### config.mk
export PLATFORM = sky130hd
export DESIGN_NAME = bram2rgb
export DESIGN_NICKNAME = d
export VERILOG_FILES = /design/src/rtl/bram2rgb.sv
export SDC_FILE = /design/constraint.sdc
export NUM_CORES = 1
export LEC_CHECK = 0
export CAP_MARGIN = 20
export CORE_MARGIN = 2
export CORE_UTILIZATION = 50
export DETAILED_ROUTE_END_ITERATION = 10
export GPL_ROUTABILITY_DRIVEN = 0
export HOLD_SLACK_MARGIN = 0.08
export MAX_ROUTING_LAYER = met4
export PLACE_DENSITY = 0.86
export SYNTH_ARGS = -nofsm -noshare
export SYNTH_HDL_FRONTEND = slang
export SYNTH_SLANG_ARGS = --single-unit
### constraint.sdc
create_clock -name pclk -period 2.8 [get_ports pclk]
set_input_delay 0.42 -clock pclk [delete_from_list [all_inputs] [get_ports pclk]]
set_output_delay 0.42 -clock pclk [all_outputs]
set_load 0.02 [all_outputs]
### src/rtl/bram2rgb.sv
// Frame-buffer scan-out: generates 720p timing and reads the BRAM frame with each pixel repeated 2^SCALE_LOG2 x 2^SCALE_LOG2.
// Counter-to-output latency RD_LATENCY+2 pclk cycles; free-running raster, no backpressure accepted.
module bram2rgb #(
  parameter int ACTIVE_COLS = 320,
  parameter int ACTIVE_ROWS = 180,
  parameter int SCALE_LOG2  = 2,
  parameter int H_ACTIVE    = 1280,
  parameter int H_FP        = 110,
  parameter int H_SYNC      = 40,
  parameter int H_BP        = 220,
  parameter int V_ACTIVE    = 720,
  parameter int V_FP        = 5,
  parameter int V_SYNC      = 5,
  parameter int V_BP        = 20,
  parameter int SYNC_POL    = 1,
  parameter int RD_LATENCY  = 1,
  parameter int ADDR_W      = 16
) (
  input  logic              pclk,
  input  logic              rst,
  input  logic [23:0]       bram_data,
  output logic [ADDR_W-1:0] bramaddr,
  output logic              bram_en,
  output logic              o_HSync,
  output logic              o_VSync,
  output logic              o_vde,
  output logic [23:0]       o_rgb,
  output logic              start_frame
);

  localparam int H_TOTAL = H_ACTIVE + H_FP + H_SYNC + H_BP;
  localparam int V_TOTAL = V_ACTIVE + V_FP + V_SYNC + V_BP;
  localparam int HW      = $clog2(H_TOTAL);
  localparam int VW      = $clog2(V_TOTAL);

  localparam logic [HW-1:0] H_LAST = HW'(H_TOTAL - 1);
  localparam logic [HW-1:0] H_ACT  = HW'(H_ACTIVE);
  localparam logic [HW-1:0] HS_BEG = HW'(H_ACTIVE + H_FP);
  localparam logic [HW-1:0] HS_END = HW'(H_ACTIVE + H_FP + H_SYNC);
  localparam logic [HW-1:0] COLS   = HW'(ACTIVE_COLS);
  localparam logic [VW-1:0] V_LAST = VW'(V_TOTAL - 1);
  localparam logic [VW-1:0] V_ACT  = VW'(V_ACTIVE);
  localparam logic [VW-1:0] VS_BEG = VW'(V_ACTIVE + V_FP);
  localparam logic [VW-1:0] VS_END = VW'(V_ACTIVE + V_FP + V_SYNC);
  localparam logic [VW-1:0] ROWS   = VW'(ACTIVE_ROWS);

  localparam logic [ADDR_W-1:0]     LINE_STEP = ADDR_W'(ACTIVE_COLS);
  localparam logic [SCALE_LOG2-1:0] SUB_LAST  = '1;
  localparam logic                  POL       = (SYNC_POL != 0);

  logic [HW-1:0]     hcnt;
  logic [VW-1:0]     vcnt;
  logic [ADDR_W-1:0] line_base;
  logic [HW-1:0]     src_col;
  logic [VW-1:0]     src_row;
  logic              active;
  logic              in_win;
  logic              hs_raw;
  logic              vs_raw;
  logic              first_px;

  logic [RD_LATENCY:0] act_sr;
  logic [RD_LATENCY:0] win_sr;
  logic [RD_LATENCY:0] hs_sr;
  logic [RD_LATENCY:0] vs_sr;
  logic [RD_LATENCY:0] first_sr;

  assign src_col  = hcnt >> SCALE_LOG2;
  assign src_row  = vcnt >> SCALE_LOG2;
  assign active   = (hcnt < H_ACT) && (vcnt < V_ACT);
  assign in_win   = active && (src_col < COLS) && (src_row < ROWS);
  assign hs_raw   = (hcnt >= HS_BEG) && (hcnt < HS_END);
  assign vs_raw   = (vcnt >= VS_BEG) && (vcnt < VS_END);
  assign first_px = (hcnt == '0) && (vcnt == '0);

  // line_base tracks src_row*ACTIVE_COLS by stepping once per group of replicated lines.
  always_ff @(posedge pclk) begin
    if (rst) begin
      hcnt      <= '0;
      vcnt      <= '0;
      line_base <= '0;
    end else if (hcnt == H_LAST) begin
      hcnt <= '0;
      if (vcnt == V_LAST) begin
        vcnt      <= '0;
        line_base <= '0;
      end else begin
        vcnt <= vcnt + VW'(1);
        if (vcnt[SCALE_LOG2-1:0] == SUB_LAST)
          line_base <= line_base + LINE_STEP;
      end
    end else begin
      hcnt <= hcnt + HW'(1);
    end
  end

  // Address only moves inside the source window, so it never passes the last frame address.
  always_ff @(posedge pclk) begin
    if (rst) begin
      bramaddr <= '0;
      bram_en  <= 1'b0;
    end else begin
      bram_en <= in_win;
      if (in_win)
        bramaddr <= line_base + ADDR_W'(src_col);
    end
  end

  always_ff @(posedge pclk) begin
    if (rst) begin
      act_sr   <= '0;
      win_sr   <= '0;
      hs_sr    <= '0;
      vs_sr    <= '0;
      first_sr <= '0;
    end else begin
      act_sr   <= {act_sr[RD_LATENCY-1:0], active};
      win_sr   <= {win_sr[RD_LATENCY-1:0], in_win};
      hs_sr    <= {hs_sr[RD_LATENCY-1:0], hs_raw};
      vs_sr    <= {vs_sr[RD_LATENCY-1:0], vs_raw};
      first_sr <= {first_sr[RD_LATENCY-1:0], first_px};
    end
  end

  always_ff @(posedge pclk) begin
    if (rst) begin
      o_vde       <= 1'b0;
      o_rgb       <= '0;
      o_HSync     <= ~POL;
      o_VSync     <= ~POL;
      start_frame <= 1'b0;
    end else begin
      o_vde       <= act_sr[RD_LATENCY];
      o_rgb       <= win_sr[RD_LATENCY] ? bram_data : 24'h000000;
      o_HSync     <= hs_sr[RD_LATENCY] ? POL : ~POL;
      o_VSync     <= vs_sr[RD_LATENCY] ? POL : ~POL;
      start_frame <= first_sr[RD_LATENCY] & act_sr[RD_LATENCY];
    end
  end

endmodule

==> qor.yml <==
fillers: 496
crit_fanout: 16
r2r_start: "hcnt[2]"
p_leak_uw: 0.00166
cts_setup_buffers: 0
report.final.setup_viol: 0
rrSetupSlack_ns: 0.35
drt-total-wl_um: 7010
start_util: 0.524
vdd_drop_max_mv: 0.273
timing.fmax_ghz: 0.407
grt_pass1_wl_um: 12000
cp_slowest_cell: "or4_4"
numCtsBuffers: 9
place.port_buffers: 70
io_pins: 71
hold_class: "register to register"
synthSimpleGateAreaFrac: 0.240
drt_iter0_drc: 163
slowest_delay_ns: 0.62
antenna_found_initial: 0
wl_met2_um: 3300
synth_compound_area_frac: 0.122
maxSlewViolCount: 0
fin_crit_ns: 2.45
hold_start: "first_sr[1]"
fin_skew_ns: 0.0103
synth_nets: 398
relSlewSlack: 0.522
cts_sinks: 83
cp.required_ns: 3.03
ctsHtreeMaxLevel: 3
worstPathArrival_ns: 2.69
tightest_slew_ns: 0.712
wl_met3_um: 456
critical_path_class: "register to register"
core.rowCount: 29
die_h_um: 86.3
synth-seq-cells: 83
post_cts_resize_count: 0
ctsHoldBuffers: 0
grt_overflow_total: 0
drc_errors: 0
muxShareOfSynthArea: 0.0237
yosysSeqAreaShare: 0.491
placed_cells_incl_taps: 491
grt_pass1_vias: 2676
r2r_cells: 5
cts_root_buffer: "clkbuf_8"
syn-cell-area_sq_um: 3390
fin_cells: 507
ys.flop_type: "dfxtp_1"
hold_viol_final: 0
vias_per_cell: 5.55
max_cap_viol_count: 0
diodes: 0
synthAdderAreaFrac: 0.0407
top_layer_used: "met4"
cp-endpoint: "vcnt[7]"
yosysWarnings: 0
wire_per_inst_um: 13.8
worstSkewPairLatency_ns: 0.35
async_flop_share: 0
cp-end-kind: "register"
coreArea_sq_um: 6460
drive_gt1_frac: 0.0558
grt_usage: 0.205
post-dp-hpwl_um: 5010
clk_pin_slew_ns: 0.08
p_per_area_nw_per_um2: 522
synth.distinct_cells: 44
worst_setup_path_start_kind: "register"
hold_slack_ns: 0.431
setup_ws_ns: 0.345
clk_path_buf_depth: 2
critical_path.cell_chain: "or4_4, or3_1, o21bai_1, buf_4, a21oi_1"
dp_slack_ns: 0.392
grt_max_degree: 42
antenna_left: 0
syn_inst: 361
total_power_uw: 2270
vias: 2815
synth_edf_count: 0
status: "completed"
fin_setup_tns_ns: 0
die_w_um: 86.3
area_growth_pct: 28.5
fin_nets: 462
wl_met1_um: 3090
synth_xor_xnor_area_share: 0.0414
synth_top_family_by_area: "simple AND/OR/NAND/NOR gates"
cts_tree: "built"
drtPass1Iterations: 4
cp-startpoint: "hcnt[2]"
fin_crit_sh: 0.877
avgSynthCellArea_sq_um: 9.38
dieArea_sq_um: 7450
rsz0062_at_grt: "false"
reg2reg_to: "vcnt[7]"
## layout by cell type (no fill, tap or decap), drive strengths merged, types with 4 or more instances in the layout
cell type and instances:
a211oi 6, a21oi 22, and2 25, buf 5, clkbuf 9, clkdlybuf4s50 70
dfxtp 83, ha 11, inv 13, mux2i 8, nand2 16, nand2b 4
nand3 13, nand4 9, nor2 32, nor2b 8, nor3 5, nor4 5
o21ai 10, o31ai 6, or3 10, or4 9, xnor2 9, xor2 7
## metal layers
| layer | vias up | track usage |
|---|---|---|
| met4 | 0 | 0.0994 |
| met2 | 93 | 0.326 |
| met3 | 15 | 0.0457 |
| li1 | 1406 | - |
| met5 | - | - |
| met1 | 1301 | 0.247 |
## worst max-delay path, delay by kind of cell, from the launching register on
| kind | cells | cell delay, ns |
|---|---|---|
| simple gates | 2 | 1.23 |
| compound gates | 2 | 0.47 |
| buf+inv | 1 | 0.23 |
| flops | 1 | 0.41 |
## registers in the layout, summed over array words and instances, names as in the netlist, 2 cells and up
signal     flops
vcnt          10
bramaddr      16
o_rgb         24
first_sr       2
line_base     10
vs_sr          2
act_sr         2
hs_sr          2
hcnt          11
## through the flow
step,area [sq um],utilization
floorplan,3390,-
global placement,4120,0.637
detailed placement,4130,0.639
CTS,4350,0.674
global route,4350,0.674
finish,4350,0.674
## kinds of logic (layout without fill, tap and decap cells)
group,count (synthesis),in the layout
muxes,8,8
adders and majority gates,11,11
and+or+nand+nor,147,147
xor gates and xnor gates,16,16
DFF,83,83
buffers and inverters,32,101
AOI/OAI and AO/OA,64,64
## final cells by class
type | instances | area, sq um | share of cell area
Sequential cell | 83 | 1660 | 0.382
Multi-Input combinational cell | 246 | 1590 | 0.366
Timing Repair Buffer | 75 | 742 | 0.171
Clock buffer | 9 | 124 | 0.0285
Clock inverter | 7 | 98.8 | 0.0227
Tap cell | 77 | 96.3 | 0.0221
Inverter | 10 | 37.5 | 0.00863
## report_power, final
part           internal, uW  switching [uW]  leakage, uW  total [uW]
sequential             1200            10.6     0.000672        1210
combinational          66.6            51.0     0.000877         118
clock                   510             438     0.000111         948
total                  1770             500      0.00166        2270
## worst min-delay path by stage
stage                             end  slack (ns)  cells past startpoint
after floorplan           start_frame        0.41                      1
after global placement    start_frame        0.41                      1
after detailed placement  start_frame        0.41                      1
after CTS                 start_frame        0.43                      1
after global routing      start_frame        0.44                      1
final                     start_frame        0.43                      1
## cells in the mapped netlist (all sizes together), types with 2 or more instances
library cell	n	area [sq um]
nor2b	8	50.1
nand4	9	56.3
a311oi	3	26.3
a211oi	6	45.0
and2	25	156
o21a	2	15.0
nor3	5	25.0
a21o	3	22.5
nand2b	4	25.0
nor4	5	31.3
a31oi	2	12.5
nand2	16	60.1
inv	10	37.5
buf	6	42.5
a21oi	22	110
xnor2	9	78.8
o31ai	6	45.0
mux2i	8	80.1
nor2	32	120
and4	3	26.3
or3	10	62.6
o21ai	10	50.1
and3	2	12.5
xor2	7	61.3
dfxtp	83	1660
nand3	13	65.1
clkbuf	16	60.1
or4	9	71.3
ha	11	138
and4b	2	20.0
o32ai	3	26.3
Note: power is estimated with default switching activity, not from simulation.
